**src/rtl/rtable_arbiter.sv**
```systemverilog
// rtable_arbiter
//   Round-robin arbiter sharing one registered rtable read port among N_REQ
//   requesters. One lookup in flight: IDLE (grant) -> ISSUE (read strobe)
//   -> WAIT (capture data) -> RESP (hold until the owner accepts).
//
// Ports
//   i_clk, i_rst            clock, synchronous active-high reset
//   i_req_valid/i_req_addr  per-requester lookup request, packed addresses
//   o_req_ready             one-hot grant, combinational, IDLE only
//   o_rt_addr/o_rt_read     registered rtable address and read strobe
//   i_rt_data               rtable data, valid the cycle after o_rt_read
//   o_rsp_valid/o_rsp_data  one-hot response valid, shared reward word
//   o_rsp_id                index of the responding requester
//   i_rsp_ready             per-requester response accept
//   o_busy                  high whenever the FSM is not IDLE
module rtable_arbiter #(
  parameter  int N_REQ      = 4,
  parameter  int ADDR_WIDTH = 19,
  parameter  int DATA_WIDTH = 32,
  localparam int ID_W       = (N_REQ > 1) ? $clog2(N_REQ) : 1
) (
  input  logic                        i_clk,
  input  logic                        i_rst,
  input  logic [N_REQ-1:0]            i_req_valid,
  input  logic [N_REQ*ADDR_WIDTH-1:0] i_req_addr,
  output logic [N_REQ-1:0]            o_req_ready,
  output logic [ADDR_WIDTH-1:0]       o_rt_addr,
  output logic                        o_rt_read,
  input  logic [DATA_WIDTH-1:0]       i_rt_data,
  output logic [N_REQ-1:0]            o_rsp_valid,
  output logic [DATA_WIDTH-1:0]       o_rsp_data,
  output logic [ID_W-1:0]             o_rsp_id,
  input  logic [N_REQ-1:0]            i_rsp_ready,
  output logic                        o_busy
);

  typedef enum logic [1:0] {
    S_IDLE,
    S_ISSUE,
    S_WAIT,
    S_RESP
  } state_e;

  state_e                  state_q, state_d;
  logic [ID_W-1:0]         last_grant_q, last_grant_d;
  logic [ADDR_WIDTH-1:0]   rt_addr_q, rt_addr_d;
  logic                    rt_read_q, rt_read_d;
  logic [DATA_WIDTH-1:0]   rsp_data_q, rsp_data_d;
  logic [ID_W-1:0]         rsp_id_q, rsp_id_d;
  logic [N_REQ-1:0]        rsp_valid_q, rsp_valid_d;
  logic                    busy_q, busy_d;

  logic                    win_found;
  logic [ID_W-1:0]         win_idx;
  logic [N_REQ-1:0]        req_ready;
  logic                    grant;

  // Round-robin search starting just after the last granted requester.
  always_comb begin
    int unsigned cand;
    win_found = 1'b0;
    win_idx   = '0;
    for (int unsigned i = 0; i < N_REQ; i++) begin
      cand = (32'(last_grant_q) + 32'd1 + i) % N_REQ;
      if (!win_found && i_req_valid[ID_W'(cand)]) begin
        win_found = 1'b1;
        win_idx   = ID_W'(cand);
      end
    end
  end

  // Reset blocks the handshake so nothing is accepted in a reset cycle.
  assign grant = (state_q == S_IDLE) && win_found && !i_rst;

  always_comb begin
    req_ready = '0;
    if (grant) req_ready[win_idx] = 1'b1;
  end

  always_comb begin
    state_d      = state_q;
    last_grant_d = last_grant_q;
    rt_addr_d    = rt_addr_q;
    rsp_data_d   = rsp_data_q;
    rsp_id_d     = rsp_id_q;
    case (state_q)
      S_IDLE: begin
        if (grant) begin
          state_d      = S_ISSUE;
          last_grant_d = win_idx;
          rsp_id_d     = win_idx;
          rt_addr_d    = i_req_addr[int'(win_idx)*ADDR_WIDTH +: ADDR_WIDTH];
        end
      end
      S_ISSUE: state_d = S_WAIT;
      S_WAIT: begin
        state_d    = S_RESP;
        rsp_data_d = i_rt_data;
      end
      S_RESP: begin
        if (i_rsp_ready[rsp_id_q]) state_d = S_IDLE;
      end
      default: state_d = S_IDLE;
    endcase

    // Strobes are decoded from the next state so they leave as flop outputs.
    rt_read_d   = (state_d == S_ISSUE);
    busy_d      = (state_d != S_IDLE);
    rsp_valid_d = '0;
    if (state_d == S_RESP) rsp_valid_d[rsp_id_d] = 1'b1;
  end

  always_ff @(posedge i_clk) begin
    if (i_rst) begin
      state_q      <= S_IDLE;
      last_grant_q <= ID_W'(N_REQ - 1);
      rt_addr_q    <= '0;
      rt_read_q    <= 1'b0;
      rsp_data_q   <= '0;
      rsp_id_q     <= '0;
      rsp_valid_q  <= '0;
      busy_q       <= 1'b0;
    end else begin
      state_q      <= state_d;
      last_grant_q <= last_grant_d;
      rt_addr_q    <= rt_addr_d;
      rt_read_q    <= rt_read_d;
      rsp_data_q   <= rsp_data_d;
      rsp_id_q     <= rsp_id_d;
      rsp_valid_q  <= rsp_valid_d;
      busy_q       <= busy_d;
    end
  end

  assign o_req_ready = req_ready;
  assign o_rt_addr   = rt_addr_q;
  assign o_rt_read   = rt_read_q;
  assign o_rsp_data  = rsp_data_q;
  assign o_rsp_id    = rsp_id_q;
  assign o_rsp_valid = rsp_valid_q;
  assign o_busy      = busy_q;

endmodule

```
**config.mk**
```make
export PLATFORM = sky130hd
export DESIGN_NAME = rtable_arbiter
export DESIGN_NICKNAME = d
export VERILOG_FILES = /design/src/rtl/rtable_arbiter.sv
export SDC_FILE = /design/constraint.sdc
export NUM_CORES = 1
export LEC_CHECK = 0
export ABC_CLOCK_PERIOD_IN_PS = 1800
export CORE_MARGIN = 5
export CORE_UTILIZATION = 33
export CTS_CLUSTER_DIAMETER = 30
export DETAILED_ROUTE_END_ITERATION = 12
export GPL_ROUTABILITY_DRIVEN = 0
export PLACE_DENSITY = 0.75
export SETUP_SLACK_MARGIN = 0.15
export SLEW_MARGIN = 10
export SYNTH_ARGS = -nofsm -noshare
export SYNTH_HDL_FRONTEND = slang
export SYNTH_SLANG_ARGS = --single-unit
```
**constraint.sdc**
```tcl
create_clock -name i_clk -period 1.8 [get_ports i_clk]
set_clock_uncertainty 0.1 [all_clocks]
set_input_delay 0.27 -clock i_clk [delete_from_list [all_inputs] [get_ports i_clk]]
set_output_delay 0.27 -clock i_clk [all_outputs]
set_load 0.05 [all_outputs]
```
Word level (Yosys, flattened, before mapping)
Cells that the tools add are included.
{"block": "word_totals", "ff_bits": 63, "in_bits": 118, "out_inout_bits": 63, "wordCells": 72}
{"block": "op_classes", "n_addsub": 4, "n_mul": 1, "order_cmp": 9, "n_eq_ne": 5, "n_shift": 1, "n_mux": 28, "bitwise": 1, "reduce_logical": 15}
{"cell": "76-bit by 8-bit indexed part select with 19-bit output", "count": 1}
{"cell": "2-bit by 3-bit less-than comparator with 1-bit output, second input constant", "count": 7}
{"cell": "2-bit 2-to-1 mux", "count": 8}
{"cell": "1-bit 2-to-1 mux", "count": 11}
{"cell": "1-bit binary-select mux with 2-bit select", "count": 5}
{"cell": "2-bit case mux with 4 select lines", "count": 1}
{"cell": "1-bit logical AND", "count": 7}
{"cell": "2-bit by 5-bit multiplier with 7-bit output, second input constant", "count": 1}
{"cell": "2-bit == test, second input constant", "count": 3}
{"cell": "2-bit by 1-bit adder with 2-bit output, second input constant", "count": 2}
{"cell": "2-bit adder, second input constant", "count": 2}
{"cell": "1-bit demux with 2-bit select", "count": 2}
{"cell": "2-bit by 1-bit == test with 1-bit output, second input constant", "count": 2}
{"cell": "2-bit by 1-bit >= comparator with 1-bit output, second input constant", "count": 2}
{"cell": "1-bit zero test", "count": 4}
{"cell": "4-bit 2-to-1 mux", "count": 1}
{"cell": "2-bit zero test", "count": 1}
{"cell": "2-bit AND reduction", "count": 1}
{"cell": "2-bit nonzero test", "count": 1}
{"cell": "2-bit OR reduction", "count": 1}
{"cell": "1-bit NOT", "count": 1}

Longest topological paths before layout
{"block": "depth", "ltp_word": 21, "mapped_depth": 8, "mapped_depth_nobuf": 5}

Worst setup path before layout
No wires, ideal clock.
{"block": "synth_path", "path_kind": "register to output", "from": "register last_grant_q[1]", "to": "output o_req_ready[1]", "t_arrival_ns": 1.844, "setup_slack_ns": -0.414, "path_stages_with_launch": 8, "path_cell_list": "dfxtp_1 -> mux2i_1 -> a2bb2oi_1 -> buf_6 -> and2_4 -> buf_12 -> buf_12 -> nor2_1"}
{"block": "synth_between", "elab_chain_len": 18, "elab_cells_between_ends": 34, "cone_classes": "add/sub (4); order compare (2); mux (19); reduce/logical (9)"}
{"element": "from (decl)", "line": "45", "source": "logic [ID_W-1:0] last_grant_q, last_grant_d;"}
{"element": "from (signal assigned)", "line": "116", "source": "last_grant_q <= ID_W'(N_REQ - 1);"}
{"element": "from (signal assigned)", "line": "125", "source": "last_grant_q <= last_grant_d;"}
{"element": "2-bit by 1-bit adder with 2-bit output *", "line": "64", "source": "cand = (32'(last_grant_q) + 32'd1 + i) % N_REQ;"}
{"element": "parallel branches: the longest is 16 deep, another holds 2-bit by 3-bit less-than comparator with 1-bit output"}
{"element": "4-bit 2-to-1 mux *", "line": "77", "source": "if (grant) req_ready[win_idx] = 1'b1;"}
{"element": "to (decl)", "line": "26", "source": "output logic [N_REQ-1:0] o_req_ready,"}
Mark *: on every way between the ends. The select of a mux whose other input is x is not followed.

Final worst setup path
{"block": "layout_path", "from": "register last_grant_q[1]", "to": "output o_req_ready[0]"}
Same word-level chain as after synthesis.

==> results <==
cells by family (layout without fill, tap and decap cells):
group	Yosys count	count (layout)	synth area share [%]
AOI/OAI and AO/OA	99	99	21.55
muxes	23	23	8.376
DFF	63	63	43.52
buffers and inverters	28	238	5.743
and+or+nand+nor	134	134	20.81
power by group:
group          total [uW]  leakage, uW  switching [uW]  internal (uW)
sequential           1780     0.000517             149           1630
clock                1180     0.000100             509            671
combinational        2730      0.00161            1550           1180
cells in the final DEF (no fill, tap or decap), types with 2 or more instances in the layout:
cell type	synthesis	routed
sky130_fd_sc_hd__a21boi_0	19	18
sky130_fd_sc_hd__a21oi_1	33	33
sky130_fd_sc_hd__and2_4	1	2
sky130_fd_sc_hd__and3_1	18	18
sky130_fd_sc_hd__buf_12	3	5
sky130_fd_sc_hd__buf_4	0	82
sky130_fd_sc_hd__buf_6	1	12
sky130_fd_sc_hd__buf_8	0	3
sky130_fd_sc_hd__clkbuf_1	17	2
sky130_fd_sc_hd__clkbuf_2	0	2
sky130_fd_sc_hd__clkbuf_8	0	10
sky130_fd_sc_hd__clkdlybuf4s50_1	0	113
sky130_fd_sc_hd__clkinv_2	0	3
sky130_fd_sc_hd__dfxtp_1	63	58
sky130_fd_sc_hd__dfxtp_2	0	3
sky130_fd_sc_hd__dfxtp_4	0	2
sky130_fd_sc_hd__mux2i_1	22	10
sky130_fd_sc_hd__mux2i_2	0	11
sky130_fd_sc_hd__nand2_1	88	84
sky130_fd_sc_hd__nand2_2	0	2
sky130_fd_sc_hd__nand2_8	0	2
sky130_fd_sc_hd__nand2b_4	0	2
sky130_fd_sc_hd__nor2_1	12	6
sky130_fd_sc_hd__nor2_2	3	3
sky130_fd_sc_hd__nor2_4	0	6
sky130_fd_sc_hd__o211ai_1	18	18
sky130_fd_sc_hd__o21ai_0	17	14
sky130_fd_sc_hd__o21ai_1	2	4
sky130_fd_sc_hd__or2_2	2	2
layout make-up:
type / count / share of cell area [%]
timing repair buffer: 220 / 38.69
sequential: 63 / 23.63
clock inverter: 4 / 0.8364
tap: 108 / 2.509
multi-input combinational: 256 / 31.46
inverter: 2 / 0.1859
clock buffer: 12 / 2.695
stage by stage:
stage                     util, %  power (uW)  hold slack (ns)  TNS (ns)  cell area, um2
final                       62.36        5684           0.3546    -2.369            5385
after global routing        62.36        5988           0.3802    -4.258            5385
after CTS                   60.52        5593           0.3585    -3.653            5226
after detailed placement    55.78        4185           0.3496    -14.11            4817
after global placement      55.78        4152           0.3424    -13.64            4817
after floorplan                 -        3306           0.3060         0            2982
synthesized netlist by cell type:
| master | count |
|---|---|
| sky130_fd_sc_hd__or2_2 | 2 |
| sky130_fd_sc_hd__clkbuf_1 | 17 |
| sky130_fd_sc_hd__buf_6 | 1 |
| sky130_fd_sc_hd__o211ai_1 | 18 |
| sky130_fd_sc_hd__o21ai_1 | 2 |
| sky130_fd_sc_hd__mux2i_1 | 22 |
| sky130_fd_sc_hd__dfxtp_1 | 63 |
| sky130_fd_sc_hd__nor2_1 | 12 |
| sky130_fd_sc_hd__or4_4 | 1 |
| sky130_fd_sc_hd__a21o_1 | 1 |
| sky130_fd_sc_hd__nand3b_1 | 1 |
| sky130_fd_sc_hd__and2_4 | 1 |
| sky130_fd_sc_hd__nor2b_1 | 2 |
| sky130_fd_sc_hd__a31oi_1 | 1 |
| sky130_fd_sc_hd__inv_1 | 2 |
| sky130_fd_sc_hd__a21oi_4 | 1 |
| sky130_fd_sc_hd__nand2_1 | 88 |
| sky130_fd_sc_hd__o21bai_1 | 2 |
| sky130_fd_sc_hd__a211oi_1 | 1 |
| sky130_fd_sc_hd__a21boi_1 | 1 |
| sky130_fd_sc_hd__buf_1 | 1 |
| sky130_fd_sc_hd__o21ai_0 | 17 |
| sky130_fd_sc_hd__a2bb2oi_1 | 1 |
| sky130_fd_sc_hd__nand3b_2 | 1 |
| sky130_fd_sc_hd__mux4_2 | 1 |
| sky130_fd_sc_hd__nor2_2 | 3 |
| sky130_fd_sc_hd__a211o_1 | 1 |
| sky130_fd_sc_hd__buf_12 | 3 |
| sky130_fd_sc_hd__and3_1 | 18 |
| sky130_fd_sc_hd__o221ai_1 | 1 |
| sky130_fd_sc_hd__a21oi_1 | 33 |
| sky130_fd_sc_hd__buf_2 | 4 |
| sky130_fd_sc_hd__a21boi_0 | 19 |
| sky130_fd_sc_hd__and2_1 | 1 |
| sky130_fd_sc_hd__nor3b_1 | 1 |
| sky130_fd_sc_hd__nand2b_1 | 3 |
metal layers:
layer | wire, um | global-route usage (%)
met2 | 4859 | 31.56
met3 | 1045 | 7.463
met1 | 3928 | 18.98
met5 | 0 | 0
met4 | 286 | 6.938
sequential cells by signal, summed over array words and instances, names as in the netlist:
signal	cells
o_rsp_id	2
o_rt_read	1
last_grant_q	2
state_q	2
o_rsp_data	32
o_rsp_valid	4
o_rt_addr	19
o_busy	1
path summary, 6_finish.rpt:
path / start / depth (start not counted) / endpoint / slack [ns]
hold / removal: o_rsp_data[30] / 2 / o_rsp_data[30] / 0.35
setup reg to reg: last_grant_q[1] / 8 / o_rt_addr[3] / -0.14
setup / recovery: last_grant_q[1] / 7 / o_req_ready[0] / -0.23
hold reg to reg: o_rsp_data[30] / 2 / o_rsp_data[30] / 0.35
critical path: stages, from the launching register on:
cell and delay [ns]:
sky130_fd_sc_hd__dfxtp_4 0.38, sky130_fd_sc_hd__mux2i_1 0.21, sky130_fd_sc_hd__a2bb2oi_2 0.16, sky130_fd_sc_hd__buf_6 0.13, sky130_fd_sc_hd__buf_6 0.11, sky130_fd_sc_hd__nand2_8 0.06
sky130_fd_sc_hd__nor2_4 0.13, sky130_fd_sc_hd__buf_12 0.14
repair_timing:
item	in CTS	in global routing
gates cloned	1	0
endpoints found under the setup margin	33	31
gates resized for setup	34	34
pin swaps	16	14
buffers inserted	11	7
==> results summary <==
In this run the clock root is driven by a sky130_fd_sc_hd__clkbuf_8. The total area of sequential cells came out at 1272 um2. The flow ran to the end, but the final reports show violations. After detailed routing, the number of remaining DRC violations is 0. The number of inserted filler cells in the final layout came out at 738. The number of detailed-route iterations in the first pass is 4.

The count of nets after finishing is 670. The standby leakage power is 0.002227 uW. The area added between synthesis and finish is 85.84%. In the finished design, the share of the clock period the worst path needs comes to 112.9%. The area taken by multi-input logic gates is 1694 um2. The mean cell area of the mapped netlist is 8.351 um2. The worst setup path category is reg -> out. Setup repair after global routing could not meet its margin everywhere. The clock latency at the later pin of the worst-skew pair is 0.32 ns. The pin count of the biggest net entering global routing is 40. The sequential share of the synthesized area is 43.52%. TritonCTS built the clock tree. The width of the die came out at 103.7 um. At the pin with the least slew margin, the transition time is 0.4342 ns. The kind of capture point of the worst setup path is a primary output.

The final wirelength is 10120 um. The buffer levels on the longest clock path came out at 2. At the worst endpoint, the arrival time is 1.66 ns. The die footprint came out at 10750 um2. The post-route worst setup slack is -0.2321 ns. The final cell count without fillers came out at 665.

The antenna diode instance count is 0. After detailed placement, the design holds a cell count of 630. Across the run, the number of max-cap violations was 0. The checks that failed: setup timing. Based on the critical path, the design can be clocked at up to 492.1 MHz.

The count of vias placed by the detailed router is 3199. 181 I/O pins were placed. The power density normalized to cell area is 1056 nW/um2.

The aggregate global routing overflow came out at 0. The shortest clock period the worst path allows after layout is 2.032 ns. The number of nets with antenna violations after routing came out at 0. The H-tree was split into 3 levels. The fraction of synthesized cell area taken by the top area cell type came out at 43.52%. The wire length of the first global-routing pass came out at 15920 um. The count of hold buffers inserted by post-cts repair came out at 0. The total count of hold-check failures in the final report came out at 0. The floorplan has 34 rows. The number of buffers added by the clock tree synthesis step came out at 9. The mapped cell area came out at 2898 um2.

The y dimension of the die is 103.7 um. The worst vdd rail ir drop is 0.0004152 V. For this run, the total global-route usage over all layers was measured as 17.95%. The final number of max-transition violations is 0. The number of instances in the synthesized netlist is 347. For this run, the number of Yosys warnings is 0. Synthesis instantiated 36 different standard cells from the library. The initial core utilization came out at 33.56%. The detailed-placement wirelength estimate came out at 7594 um. The synthesized net count came out at 465. At the placement stage, the worst setup path has a slack of -0.4882 ns. Synthesis inferred 63 register bits. The routed length per placed instance came out at 15.22 um. STA classifies the critical path startpoint as a flip-flop. The tightest min-delay check is of the reg -> reg type. The via count of the first global-routing pass came out at 3405. The largest total area in the synthesized netlist belongs to sky130_fd_sc_hd__dfxtp_1. The worst slew slack as a fraction of its limit is 71.05%. The number of sinks handled by clock tree synthesis is 63. The layout cell share with drive strength beyond 1 came out at 30.16%.

The clock input transition at the sequential cells of the worst setup and hold paths is 0.06 ns. The maximum fanout along the worst path is 6. Setup violations remaining at the end of the flow were counted as 23. The number of DRC markers in iteration 0 is 64. Using the TritonRoute via totals, the vias-per-cell ratio works out to 4.811. Sorting the synthesized cells by area gives the leading types as sky130_fd_sc_hd__dfxtp_1 (44%), sky130_fd_sc_hd__nand2_1 (11%), sky130_fd_sc_hd__mux2i_1 (7.6%), sky130_fd_sc_hd__a21oi_1 (5.7%), sky130_fd_sc_hd__a21boi_0 (4.9%). The standard cell core area came out at 8636 um2. The number of antenna violations at the first check in global routing is 0. The count of buffers from port buffering is 180.

Data on the critical path is required at its endpoint by 1.43 ns.
Power figures use the tool's default switching activity.
